[config.mk]
export PLATFORM = sky130hd
export DESIGN_NAME = key_command_encoder
export DESIGN_NICKNAME = d
export VERILOG_FILES = /design/src/rtl/key_command_encoder.sv
export SDC_FILE = /design/constraint.sdc
export NUM_CORES = 1
export LEC_CHECK = 0
export CELL_PAD_IN_SITES_DETAIL_PLACEMENT = 0
export CELL_PAD_IN_SITES_GLOBAL_PLACEMENT = 1
export CORE_MARGIN = 2
export CORE_UTILIZATION = 43
export CTS_CLUSTER_SIZE = 25
export DETAILED_ROUTE_END_ITERATION = 7
export PLACE_DENSITY = 0.74
export SYNTH_ARGS = -nofsm -noshare
export SYNTH_HDL_FRONTEND = slang
export SYNTH_SLANG_ARGS = --single-unit
export TNS_END_PERCENT = 1
[constraint.sdc]
create_clock -name clk -period 1.4 [get_ports clk]
set_input_delay 0.28 -clock clk [delete_from_list [all_inputs] [get_ports clk]]
set_output_delay 0.28 -clock clk [all_outputs]
set_load 0.01 [all_outputs]
[src/rtl/key_command_encoder.sv]
`default_nettype none
// ============================================================================
// Module      : key_command_encoder
// Description : Turns the blackjack board's raw, bouncy, active-low push-button
//               keys into debounced one-shot commands (hit / stand / deal).
//               Commands are offered to the game controller one at a time over
//               a valid/ready handshake. Any press that cannot be delivered is
//               discarded and reported on cmd_dropped.
//               Optional feature macro: KEY_AUTOREPEAT_EN (hit-key auto-repeat
//               every REPEAT_CYCLES clocks while hit stays held).
// Revision    : 1.0 - initial release
// ============================================================================
module key_command_encoder #(
    parameter int DEBOUNCE_CYCLES = 8,
    parameter int CNT_W           = 4,
    parameter int REPEAT_CYCLES   = 32
) (
    input  logic       clk,
    input  logic       reset,        // asynchronous, active-low
    input  logic [2:0] keys,         // active-low: bit0 hit, bit1 stand, bit2 deal
    input  logic       cmd_ready,
    output logic       cmd_valid,
    output logic [1:0] cmd_code,
    output logic [2:0] key_held,
    output logic       cmd_dropped
);

    localparam logic [1:0] c_code_none  = 2'b00;
    localparam logic [1:0] c_code_hit   = 2'b01;
    localparam logic [1:0] c_code_stand = 2'b10;
    localparam logic [1:0] c_code_deal  = 2'b11;

    // Last sample count before a differing key is accepted as the new level.
    localparam logic [CNT_W-1:0] c_cnt_last = CNT_W'(DEBOUNCE_CYCLES - 1);

    // ------------------------------------------------------------------------
    // Two-flop synchronizer per key. Idle (released) level is 1.
    // ------------------------------------------------------------------------
    logic [2:0] sync1_q, sync1_d;
    logic [2:0] sync2_q, sync2_d;

    // Next state of the synchronizer chain.
    always_comb begin
        sync1_d = keys;
        sync2_d = sync1_q;
    end

    // Synchronizer registers.
    always_ff @(posedge clk or negedge reset) begin
        if (!reset) begin
            sync1_q <= 3'b111;
            sync2_q <= 3'b111;
        end else begin
            sync1_q <= sync1_d;
            sync2_q <= sync2_d;
        end
    end

    // ------------------------------------------------------------------------
    // Per-key debounce: a synced level that differs from the debounced level
    // for DEBOUNCE_CYCLES consecutive samples becomes the new debounced level.
    // Any matching sample restarts the count.
    // ------------------------------------------------------------------------
    logic [2:0] w_deb_lvl;    // current debounced levels (active-low)
    logic [2:0] w_deb_next;   // debounced levels after this edge

    for (genvar k = 0; k < 3; k++) begin : g_key
        logic [CNT_W-1:0] cnt_q, cnt_d;
        logic             lvl_q, lvl_d;

        // Count consecutive differing samples and accept the new level on the last one.
        always_comb begin
            cnt_d = cnt_q;
            lvl_d = lvl_q;
            if (sync2_q[k] == lvl_q) begin
                cnt_d = '0;
            end else if (cnt_q == c_cnt_last) begin
                lvl_d = sync2_q[k];
                cnt_d = '0;
            end else begin
                cnt_d = cnt_q + 1'b1;
            end
        end

        // Debounce counter and level registers.
        always_ff @(posedge clk or negedge reset) begin
            if (!reset) begin
                cnt_q <= '0;
                lvl_q <= 1'b1;
            end else begin
                cnt_q <= cnt_d;
                lvl_q <= lvl_d;
            end
        end

        assign w_deb_lvl[k]  = lvl_q;
        assign w_deb_next[k] = lvl_d;
    end

    // ------------------------------------------------------------------------
    // Press detection: falling edge of the debounced level, one cycle wide.
    // key_held mirrors the debounced level, inverted, on the same edge.
    // ------------------------------------------------------------------------
    logic [2:0] deb_prev_q, deb_prev_d;
    logic [2:0] key_held_q, key_held_d;
    logic [2:0] w_press_key;

    // Track previous debounced level and the registered held indication.
    always_comb begin
        deb_prev_d = w_deb_lvl;
        key_held_d = ~w_deb_next;
    end

    // Edge-history and held registers.
    always_ff @(posedge clk or negedge reset) begin
        if (!reset) begin
            deb_prev_q <= 3'b111;
            key_held_q <= 3'b000;
        end else begin
            deb_prev_q <= deb_prev_d;
            key_held_q <= key_held_d;
        end
    end

    assign w_press_key = deb_prev_q & ~w_deb_lvl;

    // ------------------------------------------------------------------------
    // Hit auto-repeat
    // ------------------------------------------------------------------------
    logic w_rep_evt;

`ifdef KEY_AUTOREPEAT_EN
    localparam int c_rep_w = $clog2(REPEAT_CYCLES + 1);
    localparam logic [c_rep_w-1:0] c_rep_last = c_rep_w'(REPEAT_CYCLES - 1);

    logic [c_rep_w-1:0] rep_cnt_q, rep_cnt_d;

    // Restart the interval on a real hit press; fire a repeat each interval while held.
    always_comb begin
        rep_cnt_d = '0;
        w_rep_evt = 1'b0;
        if (w_press_key[0]) begin
            rep_cnt_d = '0;
        end else if (!w_deb_lvl[0]) begin
            if (rep_cnt_q == c_rep_last) begin
                w_rep_evt = 1'b1;
                rep_cnt_d = '0;
            end else begin
                rep_cnt_d = rep_cnt_q + 1'b1;
            end
        end
    end

    // Repeat interval counter.
    always_ff @(posedge clk or negedge reset) begin
        if (!reset) begin
            rep_cnt_q <= '0;
        end else begin
            rep_cnt_q <= rep_cnt_d;
        end
    end
`else
    // Auto-repeat compiled out: never any repeat event (constant 0).
    assign w_rep_evt = 1'b0 & (REPEAT_CYCLES > 0);
`endif

    // ------------------------------------------------------------------------
    // Command arbitration and valid/ready handshake
    // ------------------------------------------------------------------------
    logic [2:0] w_events;
    logic [1:0] w_sel_code;
    logic       w_multi;

    assign w_events = w_press_key | {2'b00, w_rep_evt};

    // Pick the winning command (stand > hit > deal) and flag simultaneous presses.
    always_comb begin
        w_sel_code = c_code_none;
        if (w_events[1]) begin
            w_sel_code = c_code_stand;
        end else if (w_events[0]) begin
            w_sel_code = c_code_hit;
        end else if (w_events[2]) begin
            w_sel_code = c_code_deal;
        end
        w_multi = |(w_events & (w_events - 3'd1));
    end

    logic       cmd_valid_q,   cmd_valid_d;
    logic [1:0] cmd_code_q,    cmd_code_d;
    logic       cmd_dropped_q, cmd_dropped_d;

    // Load, hold, consume or drop commands.
    always_comb begin
        cmd_valid_d   = cmd_valid_q;
        cmd_code_d    = cmd_code_q;
        cmd_dropped_d = 1'b0;
        if (|w_events) begin
            if (!cmd_valid_q || cmd_ready) begin
                cmd_valid_d   = 1'b1;
                cmd_code_d    = w_sel_code;
                cmd_dropped_d = w_multi;
            end else begin
                // Slot occupied and not being consumed: held command wins.
                cmd_dropped_d = 1'b1;
            end
        end else if (cmd_valid_q && cmd_ready) begin
            cmd_valid_d = 1'b0;
            cmd_code_d  = c_code_none;
        end
    end

    // Command output registers.
    always_ff @(posedge clk or negedge reset) begin
        if (!reset) begin
            cmd_valid_q   <= 1'b0;
            cmd_code_q    <= c_code_none;
            cmd_dropped_q <= 1'b0;
        end else begin
            cmd_valid_q   <= cmd_valid_d;
            cmd_code_q    <= cmd_code_d;
            cmd_dropped_q <= cmd_dropped_d;
        end
    end

    assign cmd_valid   = cmd_valid_q;
    assign cmd_code    = cmd_code_q;
    assign key_held    = key_held_q;
    assign cmd_dropped = cmd_dropped_q;

endmodule
`default_nettype wire

== Yosys cells after proc, flatten, opt, wreduce, memory -nomap -nowiden ==
Index checks and enable logic that the tools add are counted.
Widths: inputs -> output; s select.

* Add/sub/neg operators: 4
* Equality and inequality tests: 7
* Multiplexer cells: 23
* Bitwise logic cells: 4
* Reductions and logical operators: 7

{| class="wikitable"
|+ Operators by type and width
! cell !! number
|-
| $mux 4 || 6
|-
| $add 4x1->4 const B || 3
|-
| $eq 4x3->1 const B || 3
|-
| $mux 2 || 6
|-
| $mux 1 || 11
|-
| $and 3x3->3 || 2
|-
| $not 3->3 || 2
|-
| $reduce_or 3->1 || 2
|-
| $eq 1x1->1 || 3
|-
| $sub 3x1->3 const B || 1
|-
| $ne 2x1->1 const B || 1
|-
| $reduce_and 2->1 || 1
|-
| $reduce_bool 2->1 || 1
|-
| $logic_and 1x1->1 || 1
|-
| $logic_not 1->1 || 1
|-
| $logic_or 1x1->1 || 1
|}

* Register bits: 31
* Input port bits: 6
* Output and inout port bits: 7
* Word-level logic and storage cells: 58

== Depth between registers and ports, before layout ==
* Word-level depth: 7
* Mapped depth: 4
* Gate-level depth less buffers: 4

== Worst setup path after synthesis ==
No wires, ideal clock.

* Path kind: flip-flop to flip-flop
* Start: register g_key[2].lvl_q
* End: register cmd_code_q[1] (netlist: cmd_code[1])
* Library setup time: 0.121 ns
* Data arrival time: 1.004 ns
* Required time: 1.279 ns
* Slack: 0.274 ns
* Cell stages (with the launch flop): 5
* Path buffers: 0
* Period minus slack after synthesis: 1.126 ns
* Cells stage by stage: dfstp_2 nand2b_4 a21boi_1 nor2_1 o22a_1

* Cells in the longest elaborated chain, start to end: 7
* Elaborated cells on any way between the ends: 11
* Classes of those cells: eq/ne (1); mux (5); bitwise (2); reduce/logical (3)

{| class="wikitable"
|+ RTL lines
! item !! RTL line !! text
|-
| start: declaration || 69 || <nowiki>logic lvl_q, lvl_d;</nowiki>
|-
| start signal: assignment || 92 || <nowiki>lvl_q <= lvl_d;</nowiki>
|-
| $not 3->3 (*) || 125 || <nowiki>assign w_press_key = deb_prev_q & ~w_deb_lvl;</nowiki>
|-
| $and 3x3->3 (*) || 125 ||
|-
| $mux 2 || 183 || <nowiki>end else if (w_events[2]) begin</nowiki>
|-
| $mux 2 || 181 || <nowiki>end else if (w_events[0]) begin</nowiki>
|-
| $mux 2 || 179 || <nowiki>if (w_events[1]) begin</nowiki>
|-
| $mux 2 || 199 || <nowiki>if (!cmd_valid_q || cmd_ready) begin</nowiki>
|-
| $mux 2 || 198 || <nowiki>if (|w_events) begin</nowiki>
|-
| end signal: assignment || 217 || <nowiki>cmd_code_q <= c_code_none;</nowiki>
|-
| end signal: assignment || 221 || <nowiki>cmd_code_q <= cmd_code_d;</nowiki>
|-
| end: declaration || 190 || <nowiki>logic [1:0] cmd_code_q, cmd_code_d;</nowiki>
|}

Every way passes the cells marked *; elsewhere a longest branch is shown, timed or not. The select of a mux whose other input is x is not followed.
A chain may end at the register's enable or synchronous reset.

== Worst setup path in the final report ==
* Start: register cmd_code_q[1] (netlist: cmd_code[1])
* End: output cmd_code[1]

{| class="wikitable"
|+ RTL lines
! item !! RTL line !! text
|-
| end: declaration || 23 || <nowiki>output logic [1:0] cmd_code,</nowiki>
|}

No word-level cell between the ends.

==> metrics.md <==
| Metric | Value |
|---|---|
| Status | completed |
| Syn_nets | 101 |
| Initial Utilization | 0.464 |
| Dpl hpwl | between 1000 and 1500 µm |
| Rel. slew slack | 0.753 |
| Minimum clock period | 1290 ps |
| Ant diodes | 0 |
| CTS H-tree lvls | 2 |
| Vias in the first global route | 696 |
| CP peak stage delay | 400 ps |
| Post-synthesis sequential area ratio | 0.676 |
| Setup_tns | 0 ps |
| Hold/Removal Path Class | in2async |
| Post-DRT Antenna Nets | 0 |
| Clk buf depth | 2 |
| Max_cap viols | 0 |
| Grt met1 use | 0.168 |
| Post-synth EDFFs | 0 |
| Placement Cell Area | 1350 µm² |
| Critical path class | reg2out |
| PwrDens | 2020 nW/µm² |
| Crit-path cells | dlygate4sd2_1 |
| Clock root buffer | clkbuf_4 |
| Number of DRC markers in iteration 0 | 12 |
| Number of I/O pins | 13 |
| CP arrival | 1010 ps |
| Total grt overflow | 0 |
| Seq cells post-synth | 31 |
| Clk slew on worst S/H paths | 100 ps |
| Pre-CTS setup slack | 72.4 ps |
| Die width | 56.2 µm |
| Gr busiest metal | met2 |
| Input/output buffers | 12 |
| Clock sink total | 31 |
| Top_reg_cell synth | dfrtp_1 |
| CP Launch Type | flop |
| Total CTS buffers | 5 |
| Ys async rst share | 1.00 |
| Drt first pass iters | 4 |
| Synthesized area per cell | roughly 13 µm² |
| Cell area after synthesis | 1170 µm² |
| Drt wl/cell | 11.9 µm |
| First-pass GRT wire length | a little over 3000 µm |
| Final hold slack | 310 ps |
| Placed Cells incl. Taps | approximately 140 |
| Row count | 18 |
| Synth warnings | 0 |
| Layout cells sized above 1 | 0.211 |
| Nets | 122 |
| TritonCTS clock tree | built |
| WP buf/inv | 1 |
| Slew @ Worst Pin | 369 ps |
| Worst-path maximum fanout | 3 |
| Fin area | 1430 µm² |
| Area delta synth->final | 22.0% |
| DR vias | ~700 |
| Non-filler cells, final | 144 |
| Pleak | between 0.6 and 0.7 nW |
| Die height | approximately 56 µm |
| Pin count of the biggest net entering global routing | 32 |
| Worst-Skew Late Latency | 320 ps |
| Worst setup margin | 109 ps |
| Tcrit/Tclk final | 0.922 |
| GRT Total Usage | 0.131 |
| Die ar. | 3150 µm² |
| Worst setup EP type | primary output |
| Gate Count Post-Synth | just over 90 |
| Fmax | 775 MHz |
| Netlist cell types | 22 |
| Clock Skews | approximately 5.2 ps |
| Via-to-Cell Ratio | 4.87 |
| Core ar. | around 2500 µm² |
| Number of antenna violations at the first check in global routing | 0 |
| Critical path's top delay family | flip-flops |
| Fill cells | 228 |
| Hold Buf Count CTS | 0 |
| # DRC | 0 |
| Peak VDD IR | 1080 µV |
| Hold Fails Final Rpt | 0 |
| M3 GR Usage | 0.0581 |
| Routability cong. | 0.725 |
| Final WL | 1710 µm |
| Final setup fails | 0 |
| CP required | ~1100 ps |
| Slew Viols, Final | 0 |
| Met2 Use GR | 0.176 |
| CP max stage cell | dfrtp_1 |
| RSZ-0062 raised after global routing | false |
==> layer usage <==
layer,routed length (µm),up-vias,part of all wire
li1,-,343,-
met1,807,340,0.47
met2,789,16,0.46
met3,97,2,0.057
met4,21,0,0.012
met5,0,-,0
==> Yosys cell counts, drive strengths merged (2+ instances only) <==
cell     n  area [µm²]
dfstp   12         315
mux2i    3        30.0
ha       3        37.5
nand3b   3        22.5
nand3    3        15.0
nand2b   2        22.5
nor3     3        15.0
dfrtp   19         475
and2     2        12.5
nor2b    4        25.0
inv      5        18.8
a21oi    6        30.0
nor2    11        41.3
nand2    4        15.0
xnor2    6        52.6
==> report_power, final <==
group	switching, mW	internal, mW	leakage (nW)
registers	0.170	1.22	0.364
clock network	0.308	0.376	0.0452
logic	0.399	0.400	0.257
==> stage by stage <==
step	util	total power, mW
after floorplan	-	1.93
after global placement	0.534	2.23
after detailed placement	0.534	2.26
after CTS	0.566	2.92
after global routing	0.566	3.10
final	0.566	2.88
==> cell usage in the layout (no fill, tap or decap), types with 4 or more instances in the layout <==
cell type	count
nor2b_1	4
dfrtp_1	19
clkdlybuf4s50_1	5
dlygate4sd2_1	7
clkbuf_4	5
a21oi_1	6
inv_1	5
xnor2_1	6
nand2_1	4
dfstp_2	12
nor2_1	11
==> path summary, 6_finish.rpt <==
check	start	end	slack, ps	cells past startpoint
max	cmd_code[1]	cmd_code[1]	110	1
min in group clk	keys[2]	sync1_q[2]	350	1
min reg2reg	sync1_q[0]	sync2_q[0]	360	0
min	reset	g_key[0].cnt_q[1]	310	2
max reg2reg	g_key[0].lvl_q	cmd_code[0]	180	4
max in group asynchronous	reset	deb_prev_q[0]	860	2
==> logic make-up after synthesis <==
logic type      count (synthesis)  share of synthesized area
compound gates                 11                     0.0546
xor+xnor                        6                     0.0449
fa+ha+maj                       3                     0.0321
buf+inv                         5                     0.0160
flops                          31                      0.676
mux                             3                     0.0257
simple gates                   33                      0.151
==> sequential cells by signal (all words and copies together), names as in the netlist, 2 cells and up <==
name         count
sync1_q          3
deb_prev_q       3
g_key.cnt_q     12
cmd_code         2
key_held         3
sync2_q          3
g_key.lvl_q      3
==> cell type report <==
type | instances | area, µm² | share of cell area
Sequential cell | 31 | 791 | 0.554
Multi-Input combinational cell | 56 | 360 | 0.252
Timing Repair Buffer | 14 | 139 | 0.0973
Clock inverter | 3 | 43.8 | 0.0307
Clock buffer | 5 | 37.5 | 0.0263
Tap cell | 30 | 37.5 | 0.0263
Inverter | 5 | 18.8 | 0.0131
==> what timing repair did <==
item | in CTS | in global routing
setup endpoints to repair | 7 | 0
setup buffers | 1 | 0
resized for setup | 7 | 0
No activity file was read; power rests on OpenSTA's default activity.
==> RTL change 1, RTL diff (config.mk and constraints unchanged) <==
Change the parameter `CNT_W` from 4 to 3.
--- a/src/rtl/key_command_encoder.sv
+++ b/src/rtl/key_command_encoder.sv
@@ -14,3 +14,3 @@
     parameter int DEBOUNCE_CYCLES = 8,
-    parameter int CNT_W           = 4,
+    parameter int CNT_W           = 3,
     parameter int REPEAT_CYCLES   = 32
Function: no difference found for any inputs over 10 cycles, from zero or initial values and one cycle with reset low; that may be too few to reach the edited logic, so the function may still have changed.
==> RTL change 1 against the unedited design <==
Non-clock buffer count increased by 1. Critical endpoint unchanged. Cell area decreased by 13%. Highest routed layer unchanged. Power decreased by 18%. Combinational power decreased by 8.4%. Cell count decreased by 17%. Global-route usage decreased by 0.92 points. Wire length decreased by 23%. Sequential cell count decreased by 3. Setup slack improved by 0.0062 ns. Synthesized area decreased by 12%. Largest cell class unchanged.
==> RTL change 1: results (changes against the unedited design) <==
| Item | This run | Unit | vs unedited |
|:---|:---|:---|:---|
| Outcome | completed | - |  |
| Biggest register | g_key.cnt_q | - |  |
| VDD IR-drop max | 1140 | uV | +5.1% |
| Launch point of the worst reg-to-reg path | g_key[2].lvl_q | - |  |
| PnR worst setup slack | 0.115 | ns | +0.00621 ns |
| Clock-pin transition on the worst setup and hold timing paths | 0.13 | ns | +0.03 ns |
| First-pass GRT wire length | 2.25 | mm | -27% |
| Worst hold margin | 0.294 | ns | -0.0158 ns |
| Maximum buffer depth of the clock tree | 2 | - | unchanged |
| Internal power contribution | 1670 | uW | -16% |
| Net count after synthesis | 84 | - | -17% |
| Sum of net half-perimeters after detailed placement | 925 | um | -21% |
| Areal power density over the cells | 1900 | nW/um^2 | -5.7% |
| Via/cell ratio | 4.70 | - | -3.5% |
| Worst slew margin | 0.818 | - | +0.0651 |
| Gpl congestion | 0.645 | - | -11% |
| Worst-case clock skew | 0.00285 | ns | -0.00240 ns |
| Fraction of power consumed by sequential logic | 0.532 | - | +0.047 |
| Yosys cell types | 21 | - | -4.5% |
| Critical Path Max Stage Delay | 0.40 | ns | about the same |
| Leakage power figure | 0.000596 | uW | -11% |
| First-pass detailed-route iteration total | 4 | - | unchanged |
| Power in the clock group | 377 | uW | -45% |
| Terminus of the critical flop-to-flop path | cmd_code[1] | - |  |
| Sequential share of the synthesized area | 0.696 | - | +0.0199 |
| GRT Overall Usage | 0.122 | - | -0.00918 |
| Total CTS buffers | 3 | - | -2 |
| Total number of H-tree levels | 1 | - | -1 |
| Share of cells above drive strength 1 | 0.231 | - | +0.0202 |
| Maximum number of pins on one net before global-route repair | 29 | - | -9.4% |
| Number of warning messages in the yosys log | 0 | - | unchanged |
| Final cell count without fillers | 119 | - | -17% |
| Cell count after placement | 113 | - | -16% |
| Worst slack, placed | 0.0506 | ns | -0.0218 ns |
| Count of routing violations after the opening detailed-route iteration | 4 | - | -8 |
| Final routed wire length divided by cell count | 11.1 | um | -6.9% |
| Via count of the first global-routing pass | 554 | - | -20% |
| Largest fanout of any net on the critical path | 2 | - | -1 |
| Top cells by area in the synthesized netlist | sky130_fd_sc_hd__dfrtp_1 39%, sky130_fd_sc_hd__dfstp_2 31%, sky130_fd_sc_hd__ha_1 7.3% | - |  |
| Flip-flop count of the largest register, all copies and words added | 9 | - | -3 |
| Top cell types by occurrence after synthesis | 16 x sky130_fd_sc_hd__dfrtp_1, 12 x sky130_fd_sc_hd__dfstp_2, 6 x sky130_fd_sc_hd__ha_1 | - |  |
| Gate Count Post-Synth | 72 | - | -22% |
| Initial antenna violation count | 0 | - | unchanged |
| Total number of nets in the final design | 104 | - | -15% |
| Slowest-stage cell, CP | sky130_fd_sc_hd__dfrtp_1 | - |  |
[RTL change 1: area by class of cell]
type                       count  area (um^2)
timing repair buffer          15          146
multi-input combinational     39          294
fill                         202          987
inverter                       5         18.8
clock buffer                   4         36.3
tap                           28         35.0
sequential                    28          716
[RTL change 1: kinds of logic after synthesis]
logic type               after synthesis  synth area share
flip-flops                            28             0.696
AND/OR/NAND/NOR                       19             0.111
AO/OA/AOI/OAI                          8            0.0474
adder cells (fa/ha/maj)                6            0.0730
buffers and inverters                  5            0.0183
XOR/XNOR                               3            0.0256
multiplexers                           3            0.0292
[RTL change 1: timing repair]
item / in CTS / in global routing
gates resized for setup: 7 / 0
endpoints found under the setup margin: 7 / 0
setup buffers: 2 / 0
[RTL change 1: metal layers]
metal	up-vias	GRT usage	routed length, um
li1	273	-	-
met1	265	0.136	616
met2	16	0.185	587
met3	5	0.0339	59
met4	0	0.115	54
met5	-	0	0
==> RTL change 2, RTL diff (same flow settings) <==
Without the edit above. Register the input `keys` before use, without a reset. The logic sees it one clock later. The other inputs are not delayed to match.
--- a/src/rtl/key_command_encoder.sv
+++ b/src/rtl/key_command_encoder.sv
@@ -35,2 +35,8 @@
 
+    logic [2:0] keys_q;
+
+    always_ff @(posedge clk) begin
+        keys_q <= keys;
+    end
+
     // ------------------------------------------------------------------------
@@ -43,3 +49,3 @@
     always_comb begin
-        sync1_d = keys;
+        sync1_d = keys_q;
         sync2_d = sync1_q;
Check against the original RTL: same outputs for any inputs over 10 cycles, from zero or initial values and one cycle with reset low; that may be too few to reach the edited logic, so the function may still have changed.
==> RTL change 2 against the unedited design <==
Largest power group unchanged. Synthesized area rose by 5.6%. Cell area rose by 3.2%. Fmax barely moved. Combinational power fell by 0.9%. Count of clock-buffer cells in the layout rose by 2. Setup slack barely moved. Largest cell class unchanged. Sequential cell count rose by 3. Core utilization fell by 2.7 points. Critical path depth did not move. Wire length fell by 3.0%. Power fell by 2.3%.
==> RTL change 2: results (changes against the unedited design) <==
| Item | This run | Unit | vs unedited |
|:---|:---|:---|:---|
| Worst slack, placed | 0.0623 | ns | -0.0101 ns |
| GRT Overall Usage | 0.128 | - | -0.00279 |
| Grt met3 use | 0.0635 | - | +0.00535 |
| Total number of nets in the final design | 125 | - | +2.5% |
| Post-synthesis compound-gate area fraction | 0.0517 | - | -0.00287 |
| Net count after synthesis | 104 | - | +3.0% |
| Uppermost routed layer | met4 | - |  |
| P_sw | 857 | uW | -2.2% |
| Via count of the first global-routing pass | 736 | - | +5.7% |
| Top cells by area in the synthesized netlist | sky130_fd_sc_hd__dfrtp_1 39%, sky130_fd_sc_hd__dfstp_2 26%, sky130_fd_sc_hd__dfxtp_1 4.9% | - |  |
| WP data arrival | 1.01 | ns | about the same |
| Gate Count Post-Synth | 95 | - | +3.3% |
| Worst hold margin | 0.296 | ns | -0.0143 ns |
| Share of cells above drive strength 1 | 0.197 | - | -0.0139 |
| Launch point of the worst reg-to-reg path | g_key[2].lvl_q | - |  |
| Met2 routing resource usage after global routing | 0.192 | - | +0.0151 |
| Post-layout utilization of the core | 0.539 | - | -0.0273 |
| Terminus of the critical flop-to-flop path | cmd_code[1] | - |  |
| Routed length on met1 | 781 | um | -3.2% |
| Post-synth ARST share | 0.912 | - | -0.0882 |
| Final routed wire length divided by cell count | 11.2 | um | -5.7% |
| Met3 Routed Length | 120 | um | +24% |
| Adder-cell area share of the yosys netlist | 0.0304 | - | -0.00169 |
| Worst-case clock skew | 0.0134 | ns | +0.00816 ns |
| Final cell count without fillers | 148 | - | +2.8% |
| Outcome | completed | - |  |
| Dpl cell area | 1410 | um^2 | +4.9% |
| Gpl congestion | 0.757 | - | +4.5% |
| Port bufs | 12 | - | unchanged |
| Leakage power figure | 0.000683 | uW | +2.6% |
| Via/cell ratio | 4.83 | - | -0.76% |
| Slew at the pin closest to its max-slew limit | 0.356 | ns | -0.0126 ns |
| Sum of net half-perimeters after detailed placement | 1.16 | mm | -1.2% |
| Cell count after placement | 139 | - | +3.0% |
| First-pass GRT wire length | 3.13 | mm | +1.6% |
-- RTL change 2: cells by family (layout without fill, tap and decap cells) --
| family | Yosys count | count (layout) |
|---|---|---|
| xor gates and xnor gates | 6 | 6 |
| adders and majority gates | 3 | 3 |
| DFF | 34 | 34 |
| AOI/OAI and AO/OA | 11 | 11 |
| muxes | 3 | 3 |
| buffers and inverters | 5 | 27 |
| and+or+nand+nor | 33 | 33 |
-- RTL change 2: area by class of cell --
| cell class | count | area share |
|---|---|---|
| tap | 31 | 0.0263 |
| clock buffer | 7 | 0.0374 |
| timing repair buffer | 14 | 0.0943 |
| multi-input combinational | 56 | 0.248 |
| sequential | 34 | 0.578 |
| clock inverter | 1 | 0.00340 |
| inverter | 5 | 0.0127 |
-- RTL change 2: power by group through the flow --
stage	Clock (uW)	Combinational (uW)	Sequential [uW]
floorplan	0	495	1520
global placement	0	800	1500
detailed placement	0	824	1520
CTS	572	800	1480
global route	615	903	1520
finish	542	791	1480
